`src/rtl/spi_reg_host_pkg.sv`:
```
`default_nettype none
// ============================================================================
// Module      : spi_reg_host_pkg
// Description : Shared types, frame layout and helpers for the SPI register host.
// Revision    : 1.0 - initial release
// ============================================================================
package spi_reg_host_pkg;

  typedef enum logic [2:0] {
    IDLE     = 3'd0,
    SETUP    = 3'd1,
    HDR      = 3'd2,
    WAIT_RDY = 3'd3,
    DATA     = 3'd4,
    HOLD     = 3'd5,
    GAP      = 3'd6
  } state_e;

  localparam int HDR_BITS      = 16;
  localparam int DATA_BITS     = 32;
  localparam int FRAME_BITS    = HDR_BITS + DATA_BITS;
  localparam int BIT_CNT_W     = 6;
  localparam int ADDR_W        = 6;
  localparam int HDR_RW_POS    = 15;
  localparam int HDR_WIDTH_LSB = 13;

  localparam logic [1:0] WIDTH_8    = 2'b00;
  localparam logic [1:0] WIDTH_16   = 2'b01;
  localparam logic [1:0] WIDTH_32   = 2'b10;
  localparam logic [1:0] WIDTH_RSVD = 2'b11;

  function automatic logic [1:0] norm_width(input logic [1:0] w);
    logic [1:0] r;
    r = (w == WIDTH_RSVD) ? WIDTH_32 : w;
    return r;
  endfunction

  function automatic logic [HDR_BITS-1:0] build_header(
    input logic              rw,
    input logic [1:0]        w,
    input logic [ADDR_W-1:0] a
  );
    logic [HDR_BITS-1:0] h;
    h                       = '0;
    h[HDR_RW_POS]           = rw;
    h[HDR_WIDTH_LSB +: 2]   = w;
    h[ADDR_W-1:0]           = a;
    return h;
  endfunction

  function automatic logic [DATA_BITS-1:0] mask_rdata(
    input logic [1:0]           w,
    input logic [DATA_BITS-1:0] d
  );
    logic [DATA_BITS-1:0] r;
    case (w)
      WIDTH_8:  r = {24'h0, d[7:0]};
      WIDTH_16: r = {16'h0, d[15:0]};
      default:  r = d;
    endcase
    return r;
  endfunction

endpackage
`default_nettype wire

```
`src/rtl/spi_reg_host_shift.sv`:
```
`default_nettype none
// ============================================================================
// Module      : spi_reg_host_shift
// Description : 48-bit frame shifter with SCLK half-period and bit counters.
// Revision    : 1.0 - initial release
// ============================================================================
module spi_reg_host_shift
  import spi_reg_host_pkg::*;
#(
  parameter int HALF_PERIOD = 8
) (
  input  logic                  clk,
  input  logic                  rst,
  input  logic                  i_load,
  input  logic [FRAME_BITS-1:0] i_load_data,
  input  logic                  i_run,
  input  logic                  i_sin,
  output logic                  o_sclk,
  output logic                  o_mosi,
  output logic                  o_bit_done,
  output logic [BIT_CNT_W-1:0]  o_bit_cnt,
  output logic [DATA_BITS-1:0]  o_data
);

  localparam int HC_W = (HALF_PERIOD > 1) ? $clog2(HALF_PERIOD) : 1;
  localparam logic [HC_W-1:0] c_hc_last = HC_W'(HALF_PERIOD - 1);

  logic [FRAME_BITS-1:0] r_sr;
  logic [HC_W-1:0]       r_hcnt;
  logic                  r_high;
  logic [BIT_CNT_W-1:0]  r_bcnt;
  logic                  w_half_end;

  assign w_half_end = i_run && (r_hcnt == c_hc_last);
  // A bit cell ends on the last cycle of its high phase; that is also the MISO sample point.
  assign o_bit_done = w_half_end && r_high;

  always_ff @(posedge clk) begin
    if (rst) begin
      r_sr   <= '0;
      r_hcnt <= '0;
      r_high <= 1'b0;
      r_bcnt <= '0;
    end else if (i_load) begin
      r_sr   <= i_load_data;
      r_hcnt <= '0;
      r_high <= 1'b0;
      r_bcnt <= '0;
    end else if (i_run) begin
      if (w_half_end) begin
        r_hcnt <= '0;
        r_high <= ~r_high;
        if (r_high) begin
          r_sr   <= {r_sr[FRAME_BITS-2:0], i_sin};
          r_bcnt <= r_bcnt + 1'b1;
        end
      end else begin
        r_hcnt <= r_hcnt + 1'b1;
      end
    end
  end

  assign o_sclk    = r_high;
  assign o_mosi    = r_sr[FRAME_BITS-1];
  assign o_bit_cnt = r_bcnt;
  assign o_data    = r_sr[DATA_BITS-1:0];

endmodule
`default_nettype wire

```
`src/rtl/sync_ff.sv`:
```
`default_nettype none
// ============================================================================
// Module      : sync_ff
// Description : Multi-stage flip-flop synchronizer for asynchronous inputs.
// Revision    : 1.0 - initial release
// ============================================================================
module sync_ff #(
  parameter int STAGES = 2,
  parameter int WIDTH  = 1
) (
  input  logic             clk,
  input  logic             rst,
  input  logic [WIDTH-1:0] i_d,
  output logic [WIDTH-1:0] o_q
);

  logic [WIDTH-1:0] r_stage [STAGES];

  always_ff @(posedge clk) begin
    if (rst) begin
      for (int i = 0; i < STAGES; i++) r_stage[i] <= '0;
    end else begin
      r_stage[0] <= i_d;
      for (int i = 1; i < STAGES; i++) r_stage[i] <= r_stage[i-1];
    end
  end

  assign o_q = r_stage[STAGES-1];

endmodule
`default_nettype wire

```
`src/rtl/spi_reg_host.sv`:
```
`default_nettype none
// ============================================================================
// Module      : spi_reg_host
// Description : SPI master issuing single register read/write transactions.
// Revision    : 1.0 - initial release
// ============================================================================
module spi_reg_host
  import spi_reg_host_pkg::*;
#(
  parameter int HALF_PERIOD   = 8,
  parameter int READY_TIMEOUT = 1023
) (
  input  logic                 clk,
  input  logic                 rst,
  input  logic                 req_valid,
  output logic                 req_ready,
  input  logic                 req_write,
  input  logic [1:0]           req_width,
  input  logic [ADDR_W-1:0]    req_addr,
  input  logic [DATA_BITS-1:0] req_wdata,
  output logic                 rsp_valid,
  output logic [DATA_BITS-1:0] rsp_rdata,
  output logic                 rsp_error,
  output logic                 spi_cs_n,
  output logic                 spi_clk,
  output logic                 spi_mosi,
  input  logic                 spi_miso,
  input  logic                 data_ready_in
);

  localparam int CNT_MAX = (READY_TIMEOUT > 2*HALF_PERIOD) ? READY_TIMEOUT : 2*HALF_PERIOD;
  localparam int CNT_W   = $clog2(CNT_MAX + 1);
  localparam logic [CNT_W-1:0]     c_h_last     = CNT_W'(HALF_PERIOD - 1);
  localparam logic [CNT_W-1:0]     c_gap_last   = CNT_W'(2*HALF_PERIOD - 1);
  localparam logic [CNT_W-1:0]     c_to_last    = CNT_W'(READY_TIMEOUT - 1);
  localparam logic [BIT_CNT_W-1:0] c_hdr_last   = BIT_CNT_W'(HDR_BITS - 1);
  localparam logic [BIT_CNT_W-1:0] c_frame_last = BIT_CNT_W'(FRAME_BITS - 1);

  state_e                r_state;
  logic [CNT_W-1:0]      r_cnt;
  logic                  r_write;
  logic [1:0]            r_width;
  logic                  r_rdy_flag;
  logic                  r_err;
  logic                  r_cs_n;
  logic                  r_req_ready;
  logic                  r_rsp_valid;
  logic [DATA_BITS-1:0]  r_rsp_rdata;
  logic                  r_rsp_error;

  logic [1:0]            w_sync_out;
  logic                  w_miso_s;
  logic                  w_rdy_s;
  logic                  w_accept;
  logic [FRAME_BITS-1:0] w_load_data;
  logic                  w_run;
  logic                  w_sin;
  logic                  w_bit_done;
  logic [BIT_CNT_W-1:0]  w_bit_cnt;
  logic [DATA_BITS-1:0]  w_shift_data;
  logic                  w_rdy_window;

  sync_ff #(
    .STAGES (2),
    .WIDTH  (2)
  ) u_sync (
    .clk (clk),
    .rst (rst),
    .i_d ({data_ready_in, spi_miso}),
    .o_q (w_sync_out)
  );

  assign w_miso_s = w_sync_out[0];
  assign w_rdy_s  = w_sync_out[1];

  assign w_accept    = req_valid && r_req_ready;
  assign w_load_data = {build_header(req_write, norm_width(req_width), req_addr),
                        req_write ? req_wdata : {DATA_BITS{1'b0}}};
  assign w_run       = (r_state == HDR) || (r_state == DATA);
  // Only data-phase MISO enters the shifter, so MOSI returns to 0 once the frame drains.
  assign w_sin       = (r_state == DATA) && w_miso_s;
  assign w_rdy_window = ((r_state == HDR) && (w_bit_cnt == c_hdr_last)) || (r_state == WAIT_RDY);

  spi_reg_host_shift #(
    .HALF_PERIOD (HALF_PERIOD)
  ) u_shift (
    .clk         (clk),
    .rst         (rst),
    .i_load      (w_accept),
    .i_load_data (w_load_data),
    .i_run       (w_run),
    .i_sin       (w_sin),
    .o_sclk      (spi_clk),
    .o_mosi      (spi_mosi),
    .o_bit_done  (w_bit_done),
    .o_bit_cnt   (w_bit_cnt),
    .o_data      (w_shift_data)
  );

  always_ff @(posedge clk) begin
    if (rst) begin
      r_state     <= IDLE;
      r_cnt       <= '0;
      r_write     <= 1'b0;
      r_width     <= WIDTH_8;
      r_rdy_flag  <= 1'b0;
      r_err       <= 1'b0;
      r_cs_n      <= 1'b1;
      r_req_ready <= 1'b1;
      r_rsp_valid <= 1'b0;
      r_rsp_rdata <= '0;
      r_rsp_error <= 1'b0;
    end else begin
      r_rsp_valid <= 1'b0;
      if (!r_write && w_rdy_window && w_rdy_s) r_rdy_flag <= 1'b1;

      case (r_state)
        IDLE: begin
          if (w_accept) begin
            r_state     <= SETUP;
            r_cnt       <= '0;
            r_write     <= req_write;
            r_width     <= norm_width(req_width);
            r_rdy_flag  <= 1'b0;
            r_err       <= 1'b0;
            r_cs_n      <= 1'b0;
            r_req_ready <= 1'b0;
          end
        end
        SETUP: begin
          if (r_cnt == c_h_last) begin
            r_state <= HDR;
            r_cnt   <= '0;
          end else begin
            r_cnt <= r_cnt + 1'b1;
          end
        end
        HDR: begin
          if (w_bit_done && (w_bit_cnt == c_hdr_last)) begin
            r_state <= r_write ? DATA : WAIT_RDY;
            r_cnt   <= '0;
          end
        end
        WAIT_RDY: begin
          if (r_rdy_flag) begin
            r_state <= DATA;
          end else if (r_cnt == c_to_last) begin
            r_state <= HOLD;
            r_err   <= 1'b1;
            r_cnt   <= '0;
          end else begin
            r_cnt <= r_cnt + 1'b1;
          end
        end
        DATA: begin
          if (w_bit_done && (w_bit_cnt == c_frame_last)) begin
            r_state <= HOLD;
            r_cnt   <= '0;
          end
        end
        HOLD: begin
          if (r_cnt == c_h_last) begin
            r_state     <= GAP;
            r_cnt       <= '0;
            r_cs_n      <= 1'b1;
            r_rsp_valid <= 1'b1;
            r_rsp_error <= r_err;
            r_rsp_rdata <= (r_err || r_write) ? {DATA_BITS{1'b0}}
                                              : mask_rdata(r_width, w_shift_data);
          end else begin
            r_cnt <= r_cnt + 1'b1;
          end
        end
        GAP: begin
          if (r_cnt == c_gap_last) begin
            r_state     <= IDLE;
            r_cnt       <= '0;
            r_req_ready <= 1'b1;
          end else begin
            r_cnt <= r_cnt + 1'b1;
          end
        end
        default: r_state <= IDLE;
      endcase
    end
  end

  assign req_ready = r_req_ready;
  assign rsp_valid = r_rsp_valid;
  assign rsp_rdata = r_rsp_rdata;
  assign rsp_error = r_rsp_error;
  assign spi_cs_n  = r_cs_n;

endmodule
`default_nettype wire

```
`config.mk`:
```
export PLATFORM = sky130hd
export DESIGN_NAME = spi_reg_host
export DESIGN_NICKNAME = d
export VERILOG_FILES = /design/src/rtl/spi_reg_host_pkg.sv /design/src/rtl/spi_reg_host_shift.sv /design/src/rtl/sync_ff.sv /design/src/rtl/spi_reg_host.sv
export SDC_FILE = /design/constraint.sdc
export NUM_CORES = 1
export LEC_CHECK = 0
export ABC_AREA = 0
export CAP_MARGIN = 20
export CORE_ASPECT_RATIO = 0.75
export CORE_MARGIN = 2
export CORE_UTILIZATION = 63
export DETAILED_ROUTE_END_ITERATION = 8
export DONT_BUFFER_PORTS = 1
export PLACE_DENSITY = 0.9
export SLEW_MARGIN = 15
export SYNTH_ARGS = -nofsm -noshare
export SYNTH_HDL_FRONTEND = slang
export SYNTH_HIERARCHICAL = 1
export SYNTH_SLANG_ARGS = --single-unit
```
`constraint.sdc`:
```
create_clock -name clk -period 3.2 [get_ports clk]
set_input_delay 0.32 -clock clk [delete_from_list [all_inputs] [get_ports clk]]
set_output_delay 0.32 -clock clk [all_outputs]
set_load 0.03 [all_outputs]
```
Word-level counts from Yosys, hierarchy flattened. Memories as Yosys holds them, arrays and structs flattened. Cells that the tools add are included.

Flip-flop bits (word level): 112. Latch bits: 0. RAM bits: 4. Memory bits (read-only): 0. Word-level logic and storage cells: 126. Memories: 1.

Memories: u_sync.r_stage (words 2, width 2, read ports 2, clocked after memory_dff 0, wr ports 2, RTL line sync_ff.sv:17) `logic [WIDTH-1:0] r_stage [STAGES];`.

Add/subtract/negate cells: 3. $mul: 0. Divide/modulo/power cells: 0. $lt $le $gt $ge: 0. Equal/unequal tests: 23. Shift-type cells: 0. Multiplexer cells: 44. Bitwise operators: 4. Reduce and logical (&&, ||, !) cells: 35.

Operators with widths (number): 48-bit 2-to-1 mux (4); 10-bit 2-to-1 mux (7); 32-bit 2-to-1 mux (2); 32-bit one-hot mux with 2 select lines (1); 10-bit one-hot mux with 6 select lines (1); 3-bit 2-to-1 mux (10); 3-bit one-hot mux with 7 select lines (1); 3-bit == test, second input constant (4); 1-bit 2-to-1 mux (12); 3-bit AND reduction (4); 2-bit nonzero test (6); 10-bit by 1-bit adder with 10-bit output, second input constant (1); 10-bit == test, second input constant (1); 10-bit by 3-bit == test with 1-bit output, second input constant (1); 10-bit by 4-bit == test with 1-bit output, second input constant (1); 1-bit logical AND (9); 2-bit by 1-bit inequality test with 1-bit output, second input constant (4); 2-bit inequality test, second input constant (4); 7-bit AND reduction (1); 6-bit by 1-bit adder with 6-bit output, second input constant (1); 3-bit by 2-bit == test with 1-bit output, second input constant (2); 6-bit by 4-bit == test with 1-bit output, second input constant (1); 6-bit == test, second input constant (1); 2-bit 2-to-1 mux (3); other kinds (17) (27).

Longest topological paths before layout. Gate-level depths: netlist of run 1.

Depth after elaboration: 8. Depth in mapped cells: 13. Mapped depth without buffers: 10.

By module. Netlist of run 1, hierarchy kept.

By module, submodules not included: spi_reg_host_shift (times used 1, cells each 347, area an instance 2793.9 um^2, seq. area each 1161.1 um^2); spi_reg_host (times used 1, cells each 319, area an instance 2667.6 um^2, seq. area each 1081.0 um^2); sync_ff (times used 1, cells each 10, area an instance 120.1 um^2, seq. area each 80.1 um^2).

Worst setup path after synthesis of run 1. Ideal clock, no wire load.

Path type: register to register. Start point: register r_state[2]. End point: register r_state[2]. Setup time: 0.101 ns. Arrival: 2.415 ns. Slack: 0.684 ns. Stages on the path, launching flop included: 13. Path buffers: 3. Period minus slack after synthesis: 2.516 ns. Cells stage by stage: dfxtp_1 buf_2 nand2_1 a21oi_1 buf_4 nand3_4 inv_2 buf_4 and4_1 and4_1 o221ai_1 or2_2 o41ai_1.

Word-level cells in the longest chain between the ends: 7. Elaborated cells on any way between the ends: 21. Classes of those cells: eq/ne: 13; mux: 1; reduce/logical: 7.

RTL lines: from (decl) (RTL line spi_reg_host.sv:39) `state_e r_state;`; from (signal assigned) (RTL line spi_reg_host.sv:140) `r_state <= r_write ? DATA : WAIT_RDY;`; 3-bit by 2-bit == test with 1-bit output / 3-bit == test (equally long branches) (RTL line spi_reg_host.sv:79) `assign w_run = (r_state == HDR) || (r_state == DATA);`; 1-bit logical OR * (RTL line spi_reg_host.sv:79); named net w_run (RTL line spi_reg_host.sv:56) `logic w_run;`; 1-bit logical AND * (RTL line spi_reg_host_shift.sv:34) `assign w_half_end = i_run && (r_hcnt == c_hc_last);`; 1-bit logical AND * (RTL line spi_reg_host_shift.sv:36) `assign o_bit_done = w_half_end && r_high;`; named net w_bit_done (RTL line spi_reg_host.sv:58) `logic w_bit_done;`; 1-bit logical AND, on equally long branches (RTL line spi_reg_host.sv:139, spi_reg_host.sv:156); 2-bit by 1-bit inequality test with 1-bit output (no line); 7-bit AND reduction (no line) *.

The timed path passes the listed nets; every way through them passes the cells marked *. A chain may end at the register's enable or synchronous reset.

Worst setup path after layout of run 1.
Start point: register r_state[2]. End point: register r_cnt[7].

Word-level cells in the longest chain between the ends: 7. Elaborated cells on any way between the ends: 20. Classes of those cells: eq/ne: 10; mux: 1; reduce/logical: 9.

RTL lines: 3-bit by 2-bit == test with 1-bit output / 3-bit == test (equally long branches) (RTL line spi_reg_host.sv:79); 1-bit logical OR * (RTL line spi_reg_host.sv:79); named net w_run (RTL line spi_reg_host.sv:56); 1-bit logical AND * (RTL line spi_reg_host_shift.sv:34); 1-bit logical AND * (RTL line spi_reg_host_shift.sv:36); named net w_bit_done (RTL line spi_reg_host.sv:58); 1-bit logical AND, on equally long branches (RTL line spi_reg_host.sv:139, spi_reg_host.sv:156); 2-bit by 1-bit inequality test with 1-bit output (no line); 5-bit AND reduction (no line) *; to (signal assigned) (RTL line spi_reg_host.sv:135) `r_cnt <= r_cnt + 1'b1;`; to (signal assigned) (RTL line spi_reg_host.sv:152) `r_cnt <= r_cnt + 1'b1;`; to (signal assigned) (RTL line spi_reg_host.sv:171) `r_cnt <= r_cnt + 1'b1;`; to (decl) (RTL line spi_reg_host.sv:40) `logic [CNT_W-1:0] r_cnt;`.

Marks and branches as above.

==> flow_summary.toml, run 1 <==
[status]
status = "finished clean"

[logic_synthesis]
synth_edf_count = 0
yosys.area.top_type = "dfxtp_1"
yosys.cell_count.top_type = "dfxtp_1"
synth_top_cells_by_count = "dfxtp_1 (116), nand2_1 (89), a21oi_1 (81)"
yosys_most_used_dff = "dfxtp_1"
yosys_warnings = 6
synth.distinct_cells = 64
avgSynthCellArea_um2 = 8.26
synth_seq_cells = 116
synth.area.top_cells = "dfxtp_1 (42%), a221oi_1 (7.4%), a21oi_1 (7.3%)"
async_flop_share_pct = 0
syn-cell-area_um2 = 5580
synth_top_area_share_pct = 41.6
ys_seq_area_share_pct = 41.6
syn_inst = 676

[clock_network]
cts_resized = 0
cts.sinks = 116
cts_max_path_buffers = 2
path_clk_slew_ns = 0.05
clk_latency_ns = 0.41
cts-root-buf = "clkbuf_16"
hold_buffers = 1
cts_tree = "yes"
postCtsSetupBuffers = 0
cts_buffers = 17
htreeDepth = 4

[layout]
final_util_pct = 70.3
drive_gt1_share_pct = 9.38
fill_cells = 641
area_delta_synth_final_pct = 7.38
fin_nets = 679

[critical_path]
crit_top_cell = "and4_1"
slowest_delay_ns = 0.65
cp_data_required_time_ns = 3.49
cp_cell_sequence = "nand2_1, a21oi_1, buf_4, nand3_4, inv_2, and4_1, and4_1, o22a_1, nor2_1, a221o_1"
crit_family = "compound AO/OA/AOI/OAI gates"
worstSetupEndpointType = "register"
reg2reg_setup_slack_ns = 0.38
critPathArrivalTime_ns = 3.11
cp-start-kind = "register"
cp_num_buf_inv = 2
crit_type = "register to register"
path_max_fanout = 15
cp_slowest_cell = "dfxtp_1"

[global_route]
grtUsageTotal_pct = 28.3
grt_pass1_vias = 4553
grt_overflow = 0
met2_usage_pct = 44.7
grt_pass1_wl_mm = 21.9
grt_max_degree = 84
antenna_found_initial = 2
use_met3_pct = 8.98
grt_use_met1_pct = 35.4
busiest_layer = "met2"

[sta]
max_freq_mhz = 355
hold_viol = 0
min_period_ns = 2.82
period_share_pct = 88.1
skew_ns = 0.00698
finalMaxSlewViolations = 0
worst_pin_slew_ns = 0.988
setup_viol = 0
rsz0062_at_grt = "false"
slew_headroom_pct = 34.2
tns_ns = 0

[pwr]
p_leak_nw = 2.28
ir_drop_v = 0.000564
p_per_area_nw_per_um2 = 742

[floorplan]
dieArea_um2 = 9640
start_util_pct = 65.5
core_um2 = 8530
ios = 84
die_w_um = 113
rows = 29
fp.dieH_um = 85.5

[route]
wire_per_inst_um = 17.9
routed_wl_mm = 13.4
drt-pass1-iter-count = 5
drtIter0Drc = 515
vias = 4734
postRouteAntennaNets = 0
routed_via_density = 6.31
drc = 0

[flow_run]
cap_violations = 0

[placement]
gp_congestion = 0.922
io_buffers = 0
dp_hpwl_mm = 8.11

[hold_path]
hold_path_class = "primary input to register"
-- worst register-to-register path: stages, from the launching register on --
cell and delay [ns]:
dfxtp_1 0.65, nand2_1 0.15, a21oi_1 0.19, buf_4 0.19, nand3_4 0.09, inv_2 0.12, and4_1 0.22, and4_1 0.25
o22a_1 0.36, nor2_1 0.13, a221o_1 0.36
-- cells in the final DEF (no fill, tap or decap), drive strengths merged, types with 7 or more instances in the layout --
cell type  count
nand2         90
nor2          25
dfxtp        116
nor2b         12
a221oi        47
clkbuf        22
buf            8
and2          37
nor3           9
inv           57
a22o          13
o22ai          7
conb           7
nand3         30
a21oi         81
-- routing by layer --
layer | up-vias | routed length, µm
li1 | 2225 | -
met1 | 2253 | 5650
met2 | 230 | 6350
met3 | 26 | 1150
met4 | 0 | 258
met5 | - | 0
-- report_power, final --
| part | leakage (nW) | internal, W | switching [W] |
|---|---|---|---|
| Sequential | 0.947 | 0.00158 | 0.000154 |
| Clock | 0.306 | 0.00136 | 0.000636 |
| Combinational | 1.02 | 0.000279 | 0.000444 |
| Total | 2.28 | 0.00321 | 0.00123 |
-- through the flow --
step / setup WS (ns) / hold slack [ns] / std cells / area (µm²) / power [W]
floorplan: 0.684 / 0.392 / 682 / 5600 / 0.00236
global placement: 0.757 / 0.399 / 716 / 5330 / 0.00237
detailed placement: 0.607 / 0.403 / 716 / 5330 / 0.00242
CTS: 0.467 / 0.0203 / 748 / 5980 / 0.00443
global route: 0.177 / 0.0265 / 750 / 5990 / 0.00461
finish: 0.382 / 0.0390 / 750 / 5990 / 0.00445
-- state kept, by name, indices dropped and copies added, names as in the netlist, 2 cells and up --
signal,cells
r_state,3
r_width,2
u_shift/r_sr,48
u_shift/r_hcnt,3
u_sync/r_stage,4
u_shift/o_bit_cnt,6
r_cnt,10
rsp_rdata,32
-- path summary, 6_finish.rpt --
kind | from | to | cells past startpoint
max | r_state[2] | r_cnt[7] | 10
min | rst | r_state[2] | 1
max reg2reg | r_state[2] | r_cnt[7] | 10
min reg2reg | u_sync/r_stage[0][0] | u_sync/r_stage[0][2] | 1
-- area by class of cell --
cell class | count | area (µm²) | share of cell area [%]
Clock inverter | 9 | 151 | 2.53
Antenna cell | 2 | 5.00 | 0.0835
Inverter | 57 | 214 | 3.57
Multi-Input combinational cell | 428 | 2600 | 43.4
Timing Repair Buffer | 8 | 92.6 | 1.54
Clock buffer | 22 | 474 | 7.91
Tap cell | 108 | 135 | 2.25
Sequential cell | 116 | 2320 | 38.7
-- cells by family (layout without fill, tap and decap cells) --
| group | Yosys count | count (layout) | synth area share [%] |
|---|---|---|---|
| XOR/XNOR | 3 | 3 | 0.471 |
| multiplexers | 6 | 6 | 1.10 |
| flip-flops | 116 | 116 | 41.6 |
| AO/OA/AOI/OAI | 173 | 173 | 21.5 |
| adder cells (fa/ha/maj) | 5 | 5 | 1.12 |
| AND/OR/NAND/NOR | 234 | 234 | 21.8 |
| other | 1 | 9 | 0.0672 |
| buffers and inverters | 138 | 96 | 12.4 |
No activity file was read; power rests on OpenSTA's default activity.
==> run 2, diff against run 1 <==
--- a/config.mk
+++ b/config.mk
@@ -12,6 +12,7 @@
 export CORE_UTILIZATION = 63
 export DETAILED_ROUTE_END_ITERATION = 8
 export DONT_BUFFER_PORTS = 1
+export MAX_ROUTING_LAYER = met4
 export PLACE_DENSITY = 0.9
 export SLEW_MARGIN = 15
 export SYNTH_ARGS = -nofsm -noshare
==> run 2 against run 1 <==
  * Sequential cell count is the same
  * Register-to-register slack better by 0.09 ns
  * Wire length grew 1.5%
  * Maximum frequency rose by 3.4%
  * Critical path depth unchanged
  * Sequential share of layout area up 0.20 points
  * Clock power is 3% lower
  * Hold slack got worse by 0.028 ns
  * Largest power group unchanged
==> flow_summary.toml, run 2 (same netlist as run 1, synthesis figures left out) <==
[status]
status = "finished clean"

[layout]
stdcell_count = 751
final_cell_area_um2 = 5960
layout_common_cells = "dfxtp_1 (116), nand2_1 (89), a21oi_1 (81)"
fill_cells = 620
largest_reg_flops = 48
area_delta_synth_final_pct = 6.84
fin_nets = 679
drive_gt1_share_pct = 9.36
final_common_cell = "dfxtp_1"
regMostFlops = "u_shift/r_sr"

[critical_path]
cp_data_required_time_ns = 3.56
cp-start-kind = "register"
cp_num_buf_inv = 2
crit_family = "simple AND/OR/NAND/NOR gates"
worstSetupEndpointType = "register"
critPathArrivalTime_ns = 3.08
slowest_delay_ns = 0.53
cp_slowest_cell = "nor2_1"
crit_type = "register to register"
cp_cell_sequence = "nand2b_1, a21oi_1, buf_4, nand3_4, inv_2, and4_1, and4_1, o22ai_1, nor2_1, mux2_2"
reg2reg_setup_slack_ns = 0.47
path_max_fanout = 15
crit_top_cell = "and4_1"

[clock_network]
cts_tree = "yes"
cts_max_path_buffers = 2
cts_resized = 0
hold_buffers = 1
clk_latency_ns = 0.41
cts-root-buf = "clkbuf_16"
cts_buffers = 17
cts.sinks = 116
postCtsSetupBuffers = 0
htreeDepth = 4
path_clk_slew_ns = 0.05

[route]
drc = 0
drt-pass1-iter-count = 5
postRouteAntennaNets = 0
drtIter0Drc = 522
routed_wl_mm = 13.6
routed_via_density = 6.38
vias = 4794
wire_per_inst_um = 18.1

[sta]
skew_ns = 0.00873
slew_headroom_pct = 21.1
setup_viol = 0
tns_ns = 0
hold_viol = 0
worst_pin_slew_ns = 1.17
finalMaxSlewViolations = 0
period_share_pct = 85.2
finalWorstSetupSlack_ns = 0.474
min_period_ns = 2.73
rsz0062_at_grt = "false"
max_freq_mhz = 367

[floorplan]
dieArea_um2 = 9640
fp.dieH_um = 85.5
core_um2 = 8530
start_util_pct = 65.5
die_w_um = 113
rows = 29
ios = 84

[pwr]
p_per_area_nw_per_um2 = 735
intPower_w = 0.00313
p_comb_share_pct = 16.5
p_switching_w = 0.00125
p_sw_share_pct = 28.5
power.share.clock_pct = 44.2
ir_drop_v = 0.000626
p_seq_share_pct = 39.4
p_leak_nw = 2.27

[global_route]
grtUsageTotal_pct = 29.5
antenna_found_initial = 1
grt_overflow = 0
grt_max_degree = 83
grt_pass1_vias = 4630
grt_pass1_wl_mm = 22.0

[placement]
io_buffers = 0
dp_hpwl_mm = 8.42
placed_cells = 716
place_area_um2 = 5330
pre_cts_slack_ns = 0.597
gp_congestion = 0.938

[hold_path]
hold_path_class = "primary input to register"

[flow_run]
cap_violations = 0
==> run 2: changes by cell type in the layout (fill, tap and decap cells not counted), sizes merged <==
cell | before | now
bufinv | 4 | 3
clkbuf | 22 | 23
clkinv | 4 | 5
==> run 2: worst reg2reg max path, delay by kind of cell, from the launching register on <==
family / cells / cell delay (ns)
DFF: 1 / 0.44
muxes: 1 / 0.27
AOI/OAI and AO/OA: 2 / 0.33
buffers and inverters: 2 / 0.31
and+or+nand+nor: 5 / 1.32
==> run 2: cell type report <==
| type | count | area [µm²] | area share, % |
|---|---|---|---|
| clock buffer | 23 | 478 | 8.02 |
| sequential | 116 | 2320 | 38.9 |
| timing repair buffer | 8 | 92.6 | 1.55 |
| inverter | 57 | 214 | 3.59 |
| tap | 108 | 135 | 2.27 |
| multi-input combinational | 428 | 2590 | 43.4 |
| antenna | 2 | 5.00 | 0.0839 |
| clock inverter | 9 | 126 | 2.12 |
==> run 2: metrics by stage <==
stage | util [%] | total power (W) | hold slack [ns]
finish | 69.9 | 0.00438 | 0.0112
global route | 69.9 | 0.00455 | 0.00447
CTS | 69.9 | 0.00437 | 0.00188
detailed placement | 62.5 | 0.00242 | 0.400
global placement | 62.5 | 0.00237 | 0.397
floorplan | - | 0.00236 | 0.392
==> run 2: power by group through the flow <==
stage,clock network (W),logic [W],registers (W)
final,0.00194,0.000722,0.00172
after global routing,0.00202,0.000791,0.00174
after CTS,0.00194,0.000705,0.00172
after detailed placement,0,0.000676,0.00175
after global placement,0,0.000632,0.00173
after floorplan,0,0.000670,0.00169
==> run 2: path summary, 6_finish.rpt <==
kind,endpoint,from,cells past startpoint
setup / recovery,r_cnt[0],r_state[2],10
hold / removal,u_shift/r_sr[20],rst,1
setup reg to reg,r_cnt[0],r_state[2],10
hold reg to reg,u_sync/r_stage[0][2],u_sync/r_stage[0][0],1
==> run 2: per-layer routing <==
layer	track usage (%)	share of wire (%)
met1	35.0	40
met2	44.5	47
met5	-	0
met4	17.4	3.2
met3	8.83	9.5
